### src/rtl/uart_tx_fifo.sv
// Parametrised RS-232 transmitter with an input FIFO and valid/ready handshake.
// Frames (start, LSB-first data, optional parity, stop bits) go out back-to-back while words are queued.
module uart_tx_fifo #(
  parameter int CLK_DIV    = 234,
  parameter int DATA_BITS  = 8,
  parameter int PARITY     = 0,
  parameter int STOP_BITS  = 1,
  parameter int FIFO_DEPTH = 4
) (
  input  logic                          clk,
  input  logic                          reset,
  input  logic [DATA_BITS-1:0]          data,
  input  logic                          send,
  output logic                          ready,
  output logic                          xmit_data,
  output logic                          busy,
  output logic [$clog2(FIFO_DEPTH):0]   fifo_count
);

  localparam int PTR_W = $clog2(FIFO_DEPTH);
  localparam int FC_W  = PTR_W + 1;
  localparam int CNT_W = $clog2(STOP_BITS * CLK_DIV);
  localparam logic [CNT_W-1:0] BIT_END   = CNT_W'(CLK_DIV - 1);
  localparam logic [CNT_W-1:0] STOP_END  = CNT_W'(STOP_BITS * CLK_DIV - 1);
  localparam logic [3:0]       LAST_IDX  = 4'(DATA_BITS - 1);
  localparam logic [FC_W-1:0]  FULL_CNT  = FC_W'(FIFO_DEPTH);

  typedef enum logic [2:0] {
    IDLE  = 3'd0,
    START = 3'd1,
    DATA  = 3'd2,
    PAR   = 3'd3,
    STOP  = 3'd4
  } state_t;

  // Odd mode makes data plus parity hold an odd number of ones; even mode an even number.
  function automatic logic parity_bit(input logic [DATA_BITS-1:0] word);
    if (PARITY == 1) begin
      return ~(^word);
    end else begin
      return ^word;
    end
  endfunction

  state_t                 state_r, state_s;
  logic [CNT_W-1:0]       cnt_r, cnt_s;
  logic [3:0]             idx_r, idx_s;
  logic [DATA_BITS-1:0]   shift_r, shift_s;
  logic                   par_r, par_s;
  logic                   xmit_r, xmit_s;
  logic [DATA_BITS-1:0]   mem_r [FIFO_DEPTH];
  logic [PTR_W-1:0]       wr_ptr_r, rd_ptr_r;
  logic [FC_W-1:0]        count_r, count_s;
  logic                   ready_r, busy_r;
  logic                   push_s, pop_s, tick_s;
  logic [DATA_BITS-1:0]   head_s;

  assign push_s     = send && ready_r;
  assign head_s     = mem_r[rd_ptr_r];
  assign ready      = ready_r;
  assign busy       = busy_r;
  assign xmit_data  = xmit_r;
  assign fifo_count = count_r;

  // Next-state, shift-register and line-level decode for the transmit FSM.
  always_comb begin
    state_s = state_r;
    cnt_s   = cnt_r + CNT_W'(1);
    idx_s   = idx_r;
    shift_s = shift_r;
    par_s   = par_r;
    xmit_s  = xmit_r;
    pop_s   = 1'b0;
    if (state_r == STOP) begin
      tick_s = (cnt_r == STOP_END);
    end else begin
      tick_s = (cnt_r == BIT_END);
    end
    case (state_r)
      IDLE: begin
        cnt_s = '0;
        if (count_r != '0) begin
          pop_s   = 1'b1;
          shift_s = head_s;
          par_s   = parity_bit(head_s);
          xmit_s  = 1'b0;
          state_s = START;
        end else begin
          xmit_s = 1'b1;
        end
      end
      START: begin
        if (tick_s) begin
          cnt_s   = '0;
          xmit_s  = shift_r[0];
          shift_s = shift_r >> 1;
          idx_s   = 4'd0;
          state_s = DATA;
        end else begin
          state_s = START;
        end
      end
      DATA: begin
        if (tick_s) begin
          cnt_s = '0;
          if (idx_r == LAST_IDX) begin
            if (PARITY != 0) begin
              xmit_s  = par_r;
              state_s = PAR;
            end else begin
              xmit_s  = 1'b1;
              state_s = STOP;
            end
          end else begin
            idx_s   = idx_r + 4'd1;
            xmit_s  = shift_r[0];
            shift_s = shift_r >> 1;
          end
        end else begin
          state_s = DATA;
        end
      end
      PAR: begin
        if (tick_s) begin
          cnt_s   = '0;
          xmit_s  = 1'b1;
          state_s = STOP;
        end else begin
          state_s = PAR;
        end
      end
      STOP: begin
        if (tick_s) begin
          cnt_s = '0;
          // A queued word starts its frame on this very edge, so there is no mark gap.
          if (count_r != '0) begin
            pop_s   = 1'b1;
            shift_s = head_s;
            par_s   = parity_bit(head_s);
            xmit_s  = 1'b0;
            state_s = START;
          end else begin
            xmit_s  = 1'b1;
            state_s = IDLE;
          end
        end else begin
          state_s = STOP;
        end
      end
      default: begin
        cnt_s   = '0;
        xmit_s  = 1'b1;
        state_s = IDLE;
      end
    endcase
  end

  // FIFO occupancy: a push and a pop on the same edge cancel out.
  always_comb begin
    case ({push_s, pop_s})
      2'b10:   count_s = count_r + FC_W'(1);
      2'b01:   count_s = count_r - FC_W'(1);
      default: count_s = count_r;
    endcase
  end

  // State, pointers and registered status outputs.
  always_ff @(posedge clk) begin
    if (reset) begin
      state_r  <= IDLE;
      cnt_r    <= '0;
      idx_r    <= 4'd0;
      shift_r  <= '0;
      par_r    <= 1'b0;
      xmit_r   <= 1'b1;
      wr_ptr_r <= '0;
      rd_ptr_r <= '0;
      count_r  <= '0;
      ready_r  <= 1'b1;
      busy_r   <= 1'b0;
    end else begin
      state_r  <= state_s;
      cnt_r    <= cnt_s;
      idx_r    <= idx_s;
      shift_r  <= shift_s;
      par_r    <= par_s;
      xmit_r   <= xmit_s;
      wr_ptr_r <= push_s ? wr_ptr_r + PTR_W'(1) : wr_ptr_r;
      rd_ptr_r <= pop_s ? rd_ptr_r + PTR_W'(1) : rd_ptr_r;
      count_r  <= count_s;
      ready_r  <= (count_s != FULL_CNT);
      busy_r   <= (state_s != IDLE) || (count_s != '0);
    end
  end

  // FIFO storage; contents need no reset because the pointers gate every read.
  always_ff @(posedge clk) begin
    if (push_s) begin
      mem_r[wr_ptr_r] <= data;
    end else begin
      mem_r[wr_ptr_r] <= mem_r[wr_ptr_r];
    end
  end

endmodule
### config.mk
export PLATFORM = sky130hd
export DESIGN_NAME = uart_tx_fifo
export DESIGN_NICKNAME = d
export VERILOG_FILES = /design/src/rtl/uart_tx_fifo.sv
export SDC_FILE = /design/constraint.sdc
export NUM_CORES = 1
export LEC_CHECK = 0
export ABC_AREA = 1
export CAP_MARGIN = 20
export CORE_UTILIZATION = 30
export DETAILED_ROUTE_END_ITERATION = 10
export DONT_BUFFER_PORTS = 1
export PLACE_DENSITY = 0.41
export SYNTH_ARGS = -nofsm -noshare
export SYNTH_HDL_FRONTEND = slang
export SYNTH_SLANG_ARGS = --single-unit
### constraint.sdc
create_clock -name clk -period 2.7 [get_ports clk]
set_clock_uncertainty 0.1 [all_clocks]
set_input_delay 0.54 -clock clk [delete_from_list [all_inputs] [get_ports clk]]
set_output_delay 0.54 -clock clk [all_outputs]
set_load 0.03 [all_outputs]
==> results of run 1 <==
## Yosys cell counts, types with 2 or more instances
library cell	number	area, sq um
nor2_1	77	289
inv_1	35	131
nor3_1	3	15.0
inv_2	4	15.0
o21ai_1	2	10.0
edfxtp_1	32	961
buf_2	4	20.0
xnor2_1	2	17.5
or2_2	2	12.5
dfxtp_1	35	701
nand4_1	4	25.0
a21oi_1	20	100
nand3_2	2	20.0
ha_1	8	100
nand2_2	3	18.8
o21ai_0	30	150
clkbuf_1	3	11.3
nand3_1	13	65.1
nor2_4	3	33.8
nand2_1	73	274
## worst min path at each step
stage / start / end / slack (ps) / depth (start not counted)
6_report: reset / busy$_SDFF_PP0_ / 150 / 1
5_1_grt: reset / busy$_SDFF_PP0_ / 120 / 1
4_1_cts: reset / busy$_SDFF_PP0_ / 130 / 1
3_5_place_dp: idx_r[2]$_SDFFE_PP0P_ / idx_r[2]$_SDFFE_PP0P_ / 360 / 2
3_3_place_gp: idx_r[2]$_SDFFE_PP0P_ / idx_r[2]$_SDFFE_PP0P_ / 350 / 2
2_1_floorplan: idx_r[2]$_SDFFE_PP0P_ / idx_r[2]$_SDFFE_PP0P_ / 340 / 2
## state kept, by name (all words and copies together), names as in the netlist, named ones only
register	cells
shift_r	8
cnt_r	8
fifo_count	3
rd_ptr_r	2
busy	1
ready	1
xmit_data	1
mem_r	32
state_r	3
idx_r	4
wr_ptr_r	2
## metrics by stage
| step | setup TNS (ps) | area [sq um] | hold slack, ps |
|---|---|---|---|
| floorplan | 0 | 3070 | 337 |
| global placement | 0 | 3280 | 348 |
| finish | 0 | 3540 | 146 |
| detailed placement | 0 | 3280 | 356 |
| CTS | 0 | 3520 | 132 |
| global route | -4.20 | 3540 | 123 |
## critical path, stage by stage, from the launching register on
cell and delay [ps]:
dfxtp_2 350, inv_1 40, ha_1 180, nand2_1 60, nor2_1 50, nand2_1 80, nand2_1 80, nand2_2 90
inv_2 50, ha_1 210, fa_1 390, or2_2 310, nand4_1 90, nand3_1 80, nor2_1 110, a21oi_1 70
## cells by family after synthesis
family          count (synthesis)  synth area share, %
compound gates                 54                 8.93
simple gates                  186                 26.1
xor+xnor                        2                0.571
buf+inv                        48                 6.28
flops                          67                 54.2
fa+ha+maj                       9                 3.92
## report_power, final
group	switching [mW]	internal, mW
registers	0.115	1.24
logic	0.827	0.455
clock network	0.400	0.611
## layout make-up
class	count	area, sq um	area share, %
repair buffers	13	97.6	2.75
clock inverters	7	116	3.28
well taps	133	166	4.70
multi-input cells	251	1220	34.6
flip-flops and latches	67	1660	47.0
inverters	40	150	4.24
clock buffers	9	124	3.50
## timing repair
item,4_1_cts,5_1_grt
setup buffers,0,1
hold buffers,0,0
endpoints found under the setup margin,0,2
gates resized for setup,0,6
## layer usage
metal	up-vias	share of wire, %	track usage (%)
li1	1215	-	-
met1	1013	46	15.6
met2	30	47	21.5
met3	13	5.1	5.08
met4	0	1.8	5.53
met5	-	0	0
==> impl_metrics.env, run 1 <==
export IMPL_outcome="completed"
export IMPL_antenna_diode_count=0
export IMPL_reg2reg_depth=15
export IMPL_path_class="flip-flop to flip-flop"
export IMPL_root_buffer="clkbuf_8"
export IMPL_drtAntennaViolNets=0
export IMPL_leakage_nw=1.43
export IMPL_place_inst=503
export IMPL_fin_util_pct=35.9
export IMPL_die_h_um=103
export IMPL_r2r_slack_ps=240
export IMPL_grt_total_usage_pct=13.2
export IMPL_synthArstFlopShare_pct=0
export IMPL_io_pins=17
export IMPL_max_slew_margin_pct=64.5
export IMPL_cp_endpoint="busy$_SDFF_PP0_"
export IMPL_final_nets=402
export IMPL_htree_num_levels=3
export IMPL_cts_tree="built"
export IMPL_yosysWarnings=0
export IMPL_cp_start_kind="flip-flop"
export IMPL_p_per_area_nw_per_um2=1030
export IMPL_drt_wl_total_mm=6.27
export IMPL_num_rows=36
export IMPL_tightest_slew_ps=529
export IMPL_finalPower_mw=3.65
export IMPL_timing_rr_end="busy$_SDFF_PP0_"
export IMPL_maxClockFrequency_mhz=406
export IMPL_fin_ws_ps=235
export IMPL_first_pass_iters=4
export IMPL_place_gp_congestion=0.777
export IMPL_synth_fp_nets=386
export IMPL_final_common_cell="nor2_1"
export IMPL_ys_ff_latch=67
export IMPL_synth_distinct_cells=31
export IMPL_drv_slew=0
export IMPL_drt_initial_drc_count=75
export IMPL_clk_path_buf_depth=2
export IMPL_grt_pass1_vias=2132
export IMPL_critPathArrivalTime_ps=2610
export IMPL_hold_viol_final=0
export IMPL_port_buffers=0
export IMPL_antenna_found_initial=0
export IMPL_drc=0
export IMPL_fin_cells=520
export IMPL_fp_dieW_um=103
export IMPL_r2r_start="cnt_r[1]$_SDFF_PP0_"
export IMPL_place_ws_ps=135
export IMPL_synth_edf_count=32
export IMPL_ir_drop_uv=542
export IMPL_worstPathMaxFanout=4
export IMPL_syn_area_per_cell_sq_um=8.38
export IMPL_via_count=2271
export IMPL_die_area_sq_um=10600
export IMPL_fin_crit_ps=2460
export IMPL_endpoint_kind="flip-flop"
export IMPL_ys_flop_type="dfxtp_1"
export IMPL_cap_violations=0
export IMPL_grt_start_max_net_pins=18
export IMPL_setup_viol=0
export IMPL_grt_pass1_wl_mm=10.2
export IMPL_cts_buffers=9
export IMPL_area_growth_pct=15.5
export IMPL_hp_class="input port to flip-flop"
export IMPL_finalCritPeriodShare_pct=91.3
export IMPL_wl_per_cell_um=12.1
export IMPL_drive_gt1_share_pct=13.2
export IMPL_grt_overflow=0
export IMPL_clkTransAtPathRegs_ps=70
export IMPL_clkSinkCount=67
export IMPL_vias_per_cell=4.37
export IMPL_start_util_pct=31.1
export IMPL_dp_hpwl_mm=4.39
export IMPL_layout_common_cells="nor2_1, nand2_1, inv_1, dfxtp_1, edfxtp_1"
export IMPL_fill_cells=1021
export IMPL_cp_startpoint="cnt_r[1]$_SDFF_PP0_"
export IMPL_ys_seq_area_share_pct=54.2
export IMPL_syn_cell_area_sq_um=3070
export IMPL_netlist_instances=366
export IMPL_required_ps=2840
export IMPL_core_area_sq_um=9860
export IMPL_clkLatencyLatePin_ps=350
Note: power is estimated with default switching activity, not from simulation.
==> run 2, diff against run 1 <==
--- a/config.mk
+++ b/config.mk
@@ -7,10 +7,10 @@
 export LEC_CHECK = 0
 export ABC_AREA = 1
 export CAP_MARGIN = 20
-export CORE_UTILIZATION = 30
+export CORE_ASPECT_RATIO = 0.9
+export CORE_UTILIZATION = 25
 export DETAILED_ROUTE_END_ITERATION = 10
 export DONT_BUFFER_PORTS = 1
-export PLACE_DENSITY = 0.41
 export SYNTH_ARGS = -nofsm -noshare
 export SYNTH_HDL_FRONTEND = slang
 export SYNTH_SLANG_ARGS = --single-unit
==> run 2 against run 1 <==
  * Total power rose by 3.0%
  * Maximum frequency rose by 0.11%
  * Setup slack better by 2.8 ps
  * Clock power increased by 12%
  * Non-clock buffer count down 2
  * Sequential power hardly changed
  * Critical path depth unchanged
  * First-iteration DRC count grew 1.3%
  * Core utilization down 5.9 points
==> impl_metrics.env, run 2 (synthesis results as in run 1) <==
export IMPL_num_rows=38
export IMPL_fin_cells=545
export IMPL_largest_register="mem_r"
export IMPL_cp_endpoint="busy$_SDFF_PP0_"
export IMPL_finalInstanceArea_sq_um=3620
export IMPL_clk_path_buf_depth=2
export IMPL_cp_slowest_stage_delay_ps=370
export IMPL_die_area_sq_um=12700
export IMPL_crit_path_frequent_cell="nand2_1"
export IMPL_finalCritPeriodShare_pct=91.2
export IMPL_dp_hpwl_mm=4.10
export IMPL_grt_pass1_wl_mm=9.98
export IMPL_grt_start_max_net_pins=18
export IMPL_drive_gt1_share_pct=13.0
export IMPL_largest_reg_flops=32
export IMPL_cp_start_kind="flip-flop"
export IMPL_wl_per_cell_um=10.6
export IMPL_root_buffer="clkbuf_16"
export IMPL_place_ws_ps=140
export IMPL_area_growth_pct=17.9
export IMPL_drtAntennaViolNets=0
export IMPL_clkSinkCount=67
export IMPL_timing_rr_end="busy$_SDFF_PP0_"
export IMPL_fin_ws_ps=238
export IMPL_hp_class="input port to flip-flop"
export IMPL_ir_drop_uv=482
export IMPL_place_gp_congestion=0.747
export IMPL_cap_violations=0
export IMPL_maxClockFrequency_mhz=406
export IMPL_top_regs="mem_r (32), cnt_r (8), shift_r (8)"
export IMPL_path_class="flip-flop to flip-flop"
export IMPL_max_slew_margin_pct=65.5
export IMPL_worstPathMaxFanout=4
export IMPL_grt_pass1_vias=2300
export IMPL_reg2reg_depth=15
export IMPL_drt_wl_total_mm=5.80
export IMPL_clkLatencyLatePin_ps=330
export IMPL_io_pins=17
export IMPL_hold_viol_final=0
export IMPL_cp_startpoint="cnt_r[1]$_SDFF_PP0_"
export IMPL_port_buffers=0
export IMPL_grt_total_usage_pct=10.2
export IMPL_detailed_place_area_sq_um=3300
export IMPL_r2r_start="cnt_r[1]$_SDFF_PP0_"
export IMPL_outcome="completed"
export IMPL_final_nets=400
export IMPL_drv_slew=0
export IMPL_start_util_pct=25.5
export IMPL_grt_overflow=0
export IMPL_register_area_sq_um=1660
export IMPL_via_count=2301
export IMPL_drc=0
export IMPL_antenna_found_initial=0
export IMPL_r2r_slack_ps=240
export IMPL_fp_dieW_um=119
export IMPL_place_inst=528
export IMPL_drt_initial_drc_count=76
export IMPL_p_per_area_nw_per_um2=1040
export IMPL_tightest_slew_ps=514
export IMPL_cts_tree="built"
export IMPL_cts_buffers=9
export IMPL_core_area_sq_um=12000
export IMPL_first_pass_iters=4
export IMPL_fin_crit_ps=2460
export IMPL_crit_chain="inv_1 > ha_1 > nand2_1 > nor2_1 > nand2_1 > nand2_1 > nand2_2 > inv_2 > ha_2 > fa_1 > or2_2 > nand4_1 > nand3_1 > nor2_1 > a21oi_1"
export IMPL_antenna_diode_count=0
export IMPL_clkTransAtPathRegs_ps=60
export IMPL_leakage_nw=1.44
export IMPL_htree_num_levels=3
export IMPL_endpoint_kind="flip-flop"
export IMPL_multi_input_area_sq_um=1220
export IMPL_setup_viol=0
export IMPL_required_ps=2820
export IMPL_final_common_cell="nor2_1"
export IMPL_die_h_um=107
export IMPL_fill_cells=1278
export IMPL_layout_common_cells="nor2_1, nand2_1, inv_1, dfxtp_1, edfxtp_1"
export IMPL_fin_util_pct=30.1
export IMPL_cp_slowest_cell="fa_1"
export IMPL_critPathArrivalTime_ps=2580
export IMPL_vias_per_cell=4.22
run 2: layer usage:
metal  wire, um  up-vias  global-route usage [%]
met5          0        -                       0
met4        142        0                    6.60
met3        163       11                    2.23
met2       2850       23                    18.3
met1       2650     1055                    10.9
li1           -     1212                       -
run 2: area by class of cell:
cell class	count	share of cell area, %
tap	160	5.54
clock inverter	7	1.90
timing repair buffer	11	2.28
inverter	40	4.15
clock buffer	9	6.23
multi-input combinational	251	33.9
sequential	67	46.0
run 2: power breakdown:
| group | leakage (nW) | switching [mW] | internal (mW) | total (mW) |
|---|---|---|---|---|
| combinational | 0.721 | 0.823 | 0.447 | 1.27 |
| sequential | 0.581 | 0.119 | 1.25 | 1.37 |
| clock | 0.141 | 0.420 | 0.710 | 1.13 |
| total | 1.44 | 1.36 | 2.40 | 3.77 |
run 2: critical path, delay by kind of cell, from the launching register on:
family,cells,cell delay (ps)
flops,1,350
fa+ha+maj,3,730
compound gates,1,70
simple gates,9,1010
buf+inv,2,100
run 2: worst min path at each step:
stage / to / slack [ps] / startpoint / depth (start not counted)
3_5_place_dp: idx_r[2]$_SDFFE_PP0P_ / 350 / idx_r[2]$_SDFFE_PP0P_ / 2
5_1_grt: busy$_SDFF_PP0_ / 160 / reset / 1
3_3_place_gp: idx_r[2]$_SDFFE_PP0P_ / 350 / idx_r[2]$_SDFFE_PP0P_ / 2
6_report: busy$_SDFF_PP0_ / 170 / reset / 1
4_1_cts: busy$_SDFF_PP0_ / 160 / reset / 1
2_1_floorplan: idx_r[2]$_SDFFE_PP0P_ / 340 / idx_r[2]$_SDFFE_PP0P_ / 2
run 2: timing repair:
action	CTS	global route
resized for setup	0	6
hold buffers	0	0
setup endpoints to repair	0	3
setup buffers	0	1
run 2: metrics by stage:
| stage | TNS (ps) | hold WS (ps) | power [mW] |
|---|---|---|---|
| after floorplan | 0 | 337 | 2.37 |
| after global placement | 0 | 351 | 2.58 |
| after detailed placement | 0 | 353 | 2.62 |
| after CTS | 0 | 161 | 3.77 |
| after global routing | -0.404 | 161 | 4.07 |
| final | 0 | 172 | 3.77 |
